[config.mk]
export PLATFORM = sky130hd
export DESIGN_NAME = script_ram_loader_flat
export DESIGN_NICKNAME = d
export VERILOG_FILES = /design/src/rtl/script_ram_loader_if.sv /design/src/rtl/script_ram_loader.sv /design/src/flat_wrapper.sv
export SDC_FILE = /design/constraint.sdc
export NUM_CORES = 1
export LEC_CHECK = 0
export CAP_MARGIN = 0
export CORE_MARGIN = 2
export CORE_UTILIZATION = 45
export CTS_CLUSTER_DIAMETER = 150
export CTS_CLUSTER_SIZE = 40
export DETAILED_ROUTE_END_ITERATION = 12
export GPL_TIMING_DRIVEN = 1
export PLACE_DENSITY = 0.68
export SYNTH_ARGS = -nofsm -noshare
export SYNTH_HDL_FRONTEND = slang
export SYNTH_SLANG_ARGS = --single-unit
[constraint.sdc]
create_clock -name clk -period 10.6 [get_ports clk]
set_clock_uncertainty 0.05 [all_clocks]
set_input_delay 2.12 -clock clk [delete_from_list [all_inputs] [get_ports clk]]
set_output_delay 2.12 -clock clk [all_outputs]
set_load 0.005 [all_outputs]
[src/rtl/script_ram_loader_if.sv]
// Byte-stream input and script-memory write port of the script RAM loader.
// master drives the UART byte stream; slave is the loader itself.
interface script_ram_loader_if #(
  parameter int ADDR_WIDTH = 12
);
  logic                  rx_valid;
  logic [7:0]            rx_byte;
  logic                  wr_en;
  logic [ADDR_WIDTH-1:0] wr_addr;
  logic [31:0]           wr_data;
  logic                  busy;
  logic                  done;
  logic                  error;

  modport master (
    output rx_valid, rx_byte,
    input  wr_en, wr_addr, wr_data, busy, done, error
  );

  modport slave (
    input  rx_valid, rx_byte,
    output wr_en, wr_addr, wr_data, busy, done, error
  );
endinterface

[src/rtl/script_ram_loader.sv]
// Parses framed UART bytes (0x5A, count, little-endian words, XOR checksum)
// into one 32-bit script-memory write per completed word.
module script_ram_loader #(
  parameter int ADDR_WIDTH     = 12,
  parameter int MAX_WORDS      = 1024,
  parameter int TIMEOUT_CYCLES = 1000000
) (
  input  logic              clk,
  input  logic              rst,
  script_ram_loader_if.slave bus
);
  localparam int              WIDX_W   = ADDR_WIDTH - 2;
  localparam int              TMO_W    = $clog2(TIMEOUT_CYCLES + 1);
  localparam logic [TMO_W-1:0] TMO_LAST = TMO_W'(TIMEOUT_CYCLES - 1);
  localparam logic [16:0]     MAX_N    = 17'(MAX_WORDS);
  localparam logic [7:0]      SYNC     = 8'h5A;

  typedef enum logic [2:0] {S_IDLE, S_CNT_LO, S_CNT_HI, S_DATA, S_CSUM} state_t;

  state_t              state_q, state_d;
  logic [7:0]          cnt_lo_q, cnt_lo_d;
  logic [15:0]         nwords_q, nwords_d;
  logic [WIDX_W-1:0]   widx_q, widx_d;
  logic [1:0]          lane_q, lane_d;
  logic [23:0]         asm_q, asm_d;
  logic [7:0]          xor_q, xor_d;
  logic [TMO_W-1:0]    tmo_q, tmo_d;
  logic                wr_en_q, wr_en_d;
  logic [ADDR_WIDTH-1:0] wr_addr_q, wr_addr_d;
  logic [31:0]         wr_data_q, wr_data_d;
  logic                done_q, done_d;
  logic                error_q, error_d;

  logic [15:0] n_rx;
  logic        count_bad, last_word, busy, tmo_hit;

  assign n_rx      = {bus.rx_byte, cnt_lo_q};
  assign count_bad = (n_rx == 16'd0) || ({1'b0, n_rx} > MAX_N);
  assign last_word = (lane_q == 2'd3) && (16'(widx_q) == nwords_q - 16'd1);
  assign busy      = (state_q != S_IDLE);
  // An arriving byte always beats an expiring timeout.
  assign tmo_hit   = busy && !bus.rx_valid && (tmo_q == TMO_LAST);

  always_ff @(posedge clk or posedge rst) begin
    if (rst) begin
      state_q   <= S_IDLE;
      cnt_lo_q  <= '0;
      nwords_q  <= '0;
      widx_q    <= '0;
      lane_q    <= '0;
      asm_q     <= '0;
      xor_q     <= '0;
      tmo_q     <= '0;
      wr_en_q   <= 1'b0;
      wr_addr_q <= '0;
      wr_data_q <= '0;
      done_q    <= 1'b0;
      error_q   <= 1'b0;
    end else begin
      state_q   <= state_d;
      cnt_lo_q  <= cnt_lo_d;
      nwords_q  <= nwords_d;
      widx_q    <= widx_d;
      lane_q    <= lane_d;
      asm_q     <= asm_d;
      xor_q     <= xor_d;
      tmo_q     <= tmo_d;
      wr_en_q   <= wr_en_d;
      wr_addr_q <= wr_addr_d;
      wr_data_q <= wr_data_d;
      done_q    <= done_d;
      error_q   <= error_d;
    end
  end

  always_comb begin
    state_d = state_q;
    if (tmo_hit) begin
      state_d = S_IDLE;
    end else if (bus.rx_valid) begin
      unique case (state_q)
        S_IDLE:   if (bus.rx_byte == SYNC) state_d = S_CNT_LO;
        S_CNT_LO: state_d = S_CNT_HI;
        S_CNT_HI: state_d = count_bad ? S_IDLE : S_DATA;
        S_DATA:   if (last_word) state_d = S_CSUM;
        S_CSUM:   state_d = S_IDLE;
        default:  state_d = S_IDLE;
      endcase
    end
  end

  always_comb begin
    cnt_lo_d  = cnt_lo_q;
    nwords_d  = nwords_q;
    widx_d    = widx_q;
    lane_d    = lane_q;
    asm_d     = asm_q;
    xor_d     = xor_q;
    tmo_d     = busy ? tmo_q + TMO_W'(1) : '0;
    wr_en_d   = 1'b0;
    wr_addr_d = wr_addr_q;
    wr_data_d = wr_data_q;
    done_d    = 1'b0;
    error_d   = error_q;
    if (tmo_hit) begin
      tmo_d   = '0;
      error_d = 1'b1;
      done_d  = 1'b1;
    end else if (bus.rx_valid) begin
      tmo_d = '0;
      unique case (state_q)
        S_IDLE: if (bus.rx_byte == SYNC) error_d = 1'b0;
        S_CNT_LO: cnt_lo_d = bus.rx_byte;
        S_CNT_HI: begin
          nwords_d = n_rx;
          if (count_bad) begin
            error_d = 1'b1;
            done_d  = 1'b1;
          end else begin
            widx_d = '0;
            lane_d = '0;
            xor_d  = '0;
          end
        end
        S_DATA: begin
          lane_d = lane_q + 2'd1;
          xor_d  = xor_q ^ bus.rx_byte;
          unique case (lane_q)
            2'd0: asm_d[7:0]   = bus.rx_byte;
            2'd1: asm_d[15:8]  = bus.rx_byte;
            2'd2: asm_d[23:16] = bus.rx_byte;
            default: begin
              wr_en_d   = 1'b1;
              wr_addr_d = {widx_q, 2'b00};
              wr_data_d = {bus.rx_byte, asm_q};
              // Hold the index on the final word so it never exceeds N-1.
              if (!last_word) widx_d = widx_q + WIDX_W'(1);
            end
          endcase
        end
        S_CSUM: begin
          done_d = 1'b1;
          if (bus.rx_byte != xor_q) error_d = 1'b1;
        end
        default: ;
      endcase
    end
  end

  assign bus.wr_en   = wr_en_q;
  assign bus.wr_addr = wr_addr_q;
  assign bus.wr_data = wr_data_q;
  assign bus.busy    = busy;
  assign bus.done    = done_q;
  assign bus.error   = error_q;
endmodule

[src/flat_wrapper.sv]
// flat-port wrapper written by rule: the top's interface ports become plain ports
module script_ram_loader_flat 
#(
  parameter int ADDR_WIDTH     = 12,
  parameter int MAX_WORDS      = 1024,
  parameter int TIMEOUT_CYCLES = 1000000
)
  (clk, rst, bus_rx_valid, bus_rx_byte, bus_wr_en, bus_wr_addr, bus_wr_data, bus_busy, bus_done, bus_error);
  script_ram_loader_if #(.ADDR_WIDTH(ADDR_WIDTH)) bus_i ();
  input  logic clk;
  input  logic rst;
  input wire logic [$bits(bus_i.rx_valid)-1:0] bus_rx_valid;
  input wire logic [$bits(bus_i.rx_byte)-1:0] bus_rx_byte;
  output wire logic [$bits(bus_i.wr_en)-1:0] bus_wr_en;
  output wire logic [$bits(bus_i.wr_addr)-1:0] bus_wr_addr;
  output wire logic [$bits(bus_i.wr_data)-1:0] bus_wr_data;
  output wire logic [$bits(bus_i.busy)-1:0] bus_busy;
  output wire logic [$bits(bus_i.done)-1:0] bus_done;
  output wire logic [$bits(bus_i.error)-1:0] bus_error;
  assign bus_i.rx_valid = bus_rx_valid;
  assign bus_i.rx_byte = bus_rx_byte;
  assign bus_wr_en = bus_i.wr_en;
  assign bus_wr_addr = bus_i.wr_addr;
  assign bus_wr_data = bus_i.wr_data;
  assign bus_busy = bus_i.busy;
  assign bus_done = bus_i.done;
  assign bus_error = bus_i.error;
  script_ram_loader #(.ADDR_WIDTH(ADDR_WIDTH), .MAX_WORDS(MAX_WORDS), .TIMEOUT_CYCLES(TIMEOUT_CYCLES)) u_core (.clk(clk), .rst(rst), .bus(bus_i));
endmodule
==> flow_summary.yaml <==
setup_path:
  start_kind: "input pin"
  cp_cell_sequence: "clkdlybuf4s50_1 > nand2_1 > nor2_1 > nand2_2 > mux2_2"
  cp_data_arrival_time_ns: 5.10
  cp_max_fo: 44
  cpPeakStageDelay_ns: 0.89
  endpoint_kind: "flop"
  required_ns: 10.86
  slowest_stage: "nand2_2"
  critPathKind: "input pin to flop"
detailed_routing:
  drc_errors: 0
  vias_per_cell: 5.48
  ant_nets: 0
  routed_wl_microns: 13800
  first_pass_iters: 4
  wl_per_cell_microns: 17.1
  num_vias: 4422
  drt_iter0_drc: 341
power:
  seqPwrFrac_pct: 43.2
  p_int_mw: 1.33
  power_frac_comb_pct: 26.6
  p_switching_uw: 631
  vdd_drop_max_v: 0.000186
  clockPowerShare_pct: 30.2
  p_leak_nw: 3.36
  netSwitchingFraction_pct: 32.2
  power_density_nw_per_um2: 256
clocking:
  path_clk_slew_ns: 0.06
  cts_tree: "built"
  cts-root-buf: "clkbuf_16"
  worstSkewPairLatency_ns: 0.43
  cts_made_buffers: 17
  cts-resized-gates: 0
  clock_path_buffers: 2
  cts_post_setup_buffers_inserted: 0
  ctsHoldBuffers: 0
  cts.sinks: 136
  h-tree-depth: 4
cells_and_area:
  regArea_sq_um: 3400
  fillCellCount: 1181
  multiInputGateArea_sq_um: 2810
  n_antenna_cell: 0
  syn_to_final_growth_pct: 19.5
  nets: 633
  finalInstanceArea_sq_um: 7660
  drive_above_1_share_pct: 20.6
grt:
  grt_pass1_wl_microns: 23100
  grtUsageMet3_pct: 5.63
  gr-usage-all-layers_pct: 19.9
  grt_pass1_vias: 4518
  antenna_found_initial: 0
  grt.overflow.total: 0
  grtUsageMet1_pct: 26.1
  grt_max_degree: 83
  globalRouteMet2Util_pct: 31.7
  top_usage_layer: "met2"
sta:
  tns_ns: 0
  worst_pin_slew_ns: 1.19
  fin_crit_sh_pct: 45.7
  fin_crit_ns: 4.85
  fmax_mhz: 206
  slew_viol_final: 0
  rsz0062_at_grt: "false"
  finalSetupViolations: 0
  maxSlewHeadroom_pct: 19.7
  whs_ns: 0.432
  hold_viol_final: 0
die:
  die_y_microns: 123
  row_count: 43
  die_width_microns: 123
  start_util_pct: 46.2
  die-area_sq_um: 15200
  ios: 59
  core_sq_um: 13900
logic_synthesis:
  synth_top_family_by_area: "multiplexers"
  async_flop_share_pct: 100
  syn_area_sq_um: 6410
  ys_warn_count: 0
  ys.flop_type: "dfrtp_1"
  synthAdderAreaFrac_pct: 1.56
  syn-instance-count: 570
  synthXorXnorAreaFrac_pct: 4.92
  synth.distinct_cells: 53
  synth-compound-area-share_pct: 7.38
  ys_seq_elements: 136
  synth_top_cell_by_area: "dfrtp_1"
  netlist_top_cells_area: "dfrtp_1, mux2_2, xor2_1"
  muxShareOfSynthArea_pct: 15.4
  ys_seq_area_share_pct: 53.1
  synth-edff-count: 0
  syn_avg_cell_area_sq_um: 11.2
  synth_top_area_share_pct: 53.1
  synth-simple-area-share_pct: 14.3
flow_run:
  drv_cap: 0
placement:
  gp_congestion: 0.824
  portBuffers: 56
  dp_hpwl_microns: 9040
  dpl_cell_area_sq_um: 7070
status:
  run_status: "finished clean"
worst_hold_path:
  min_path_type: "flop to flop"
==> layer usage <==
| layer | up-vias | share of wire (%) |
|---|---|---|
| met3 | 22 | 3.9 |
| met4 | 0 | 1.7 |
| met5 | - | 0 |
| met2 | 89 | 48 |
| met1 | 2216 | 46 |
| li1 | 2095 | - |
==> worst max-delay path: cells and delay by family <==
family | cells | cell delay [ns]
simple gates | 3 | 1.82
buf+inv | 1 | 0.60
mux | 1 | 0.55
==> final timing paths <==
check	slack (ns)	depth (start not counted)	endpoint	startpoint
hold reg to reg	0.43	1	u_core.tmo_q[0]	u_core.tmo_q[0]
setup / recovery	5.75	5	u_core.bus.wr_data[29]	bus_rx_valid
hold / removal	0.43	1	u_core.tmo_q[0]	u_core.tmo_q[0]
min in group asynchronous	2.06	2	u_core.bus.wr_data[17]	rst
setup reg to reg	7.34	5	u_core.bus.wr_data[29]	u_core.state_q[1]
max in group asynchronous	7.05	3	u_core.asm_q[1]	rst
==> layout by cell type, fill, tap and decap left out, types with 9 or more instances in the layout <==
master | Yosys | routed
nand4_1 | 10 | 10
a21oi_1 | 9 | 9
nand2_1 | 42 | 41
nor4_1 | 12 | 12
inv_1 | 14 | 13
xor2_1 | 21 | 21
o21ai_0 | 26 | 26
clkbuf_16 | 0 | 17
dfrtp_1 | 136 | 136
nor2_1 | 48 | 48
clkdlybuf4s50_1 | 0 | 56
mux2_2 | 87 | 87
nand3_1 | 26 | 26
xnor2_1 | 15 | 15
==> registers in the layout, indices dropped and copies added (netlist names) <==
register,flops
u_core.asm_q,24
u_core.bus.done,1
u_core.bus.error,1
u_core.bus.wr_addr,10
u_core.bus.wr_data,32
u_core.bus.wr_en,1
u_core.cnt_lo_q,8
u_core.lane_q,2
u_core.nwords_q,16
u_core.state_q,3
u_core.tmo_q,20
u_core.widx_q,10
u_core.xor_q,8
==> cell families (layout without fill, tap and decap cells) <==
group,Yosys count,count (layout)
DFF,136,136
muxes,88,88
other,1,2
xor gates and xnor gates,36,36
and+or+nand+nor,182,182
adders and majority gates,8,8
buffers and inverters,48,104
AOI/OAI and AO/OA,71,71
==> power by group through the flow <==
stage | sequential, mW | clock [mW] | combinational [mW]
after global placement | 0.841 | 0 | 0.501
final | 0.847 | 0.591 | 0.521
after global routing | 0.870 | 0.626 | 0.584
after floorplan | 0.776 | 0 | 0.411
after detailed placement | 0.851 | 0 | 0.520
after CTS | 0.844 | 0.603 | 0.525
==> Yosys cell counts, types with 3 or more instances <==
cell,instances
dfrtp_1,136
mux2_2,87
nor2_1,48
nand2_1,42
clkbuf_1,28
nand3_1,26
o21ai_0,26
xor2_1,21
xnor2_1,15
inv_1,14
nor4_1,12
nand4_1,10
a21oi_1,9
ha_1,8
nor2b_1,8
nor3_1,8
and3_1,6
o211ai_1,5
or4_1,5
nand2b_1,4
a211o_1,3
a211oi_1,3
buf_4,3
nand4b_1,3
==> cell type report <==
| cell class | count | area share (%) |
|---|---|---|
| Clock inverter | 13 | 1.84 |
| Inverter | 14 | 0.751 |
| Timing Repair Buffer | 58 | 7.51 |
| Sequential cell | 136 | 44.4 |
| Clock buffer | 19 | 5.91 |
| Tap cell | 180 | 2.94 |
| Multi-Input combinational cell | 387 | 36.6 |
==> through the flow <==
stage / utilization, % / instances / power, mW / setup slack (ns)
2_1_floorplan: - / 571 / 1.19 / 4.79
3_3_place_gp: 50.9 / 775 / 1.34 / 5.46
6_report: 55.2 / 807 / 1.96 / 5.75
5_1_grt: 55.2 / 807 / 2.08 / 5.45
3_5_place_dp: 50.9 / 775 / 1.37 / 5.28
4_1_cts: 55.2 / 807 / 1.97 / 5.75
(Power assumes the default switching activity.)
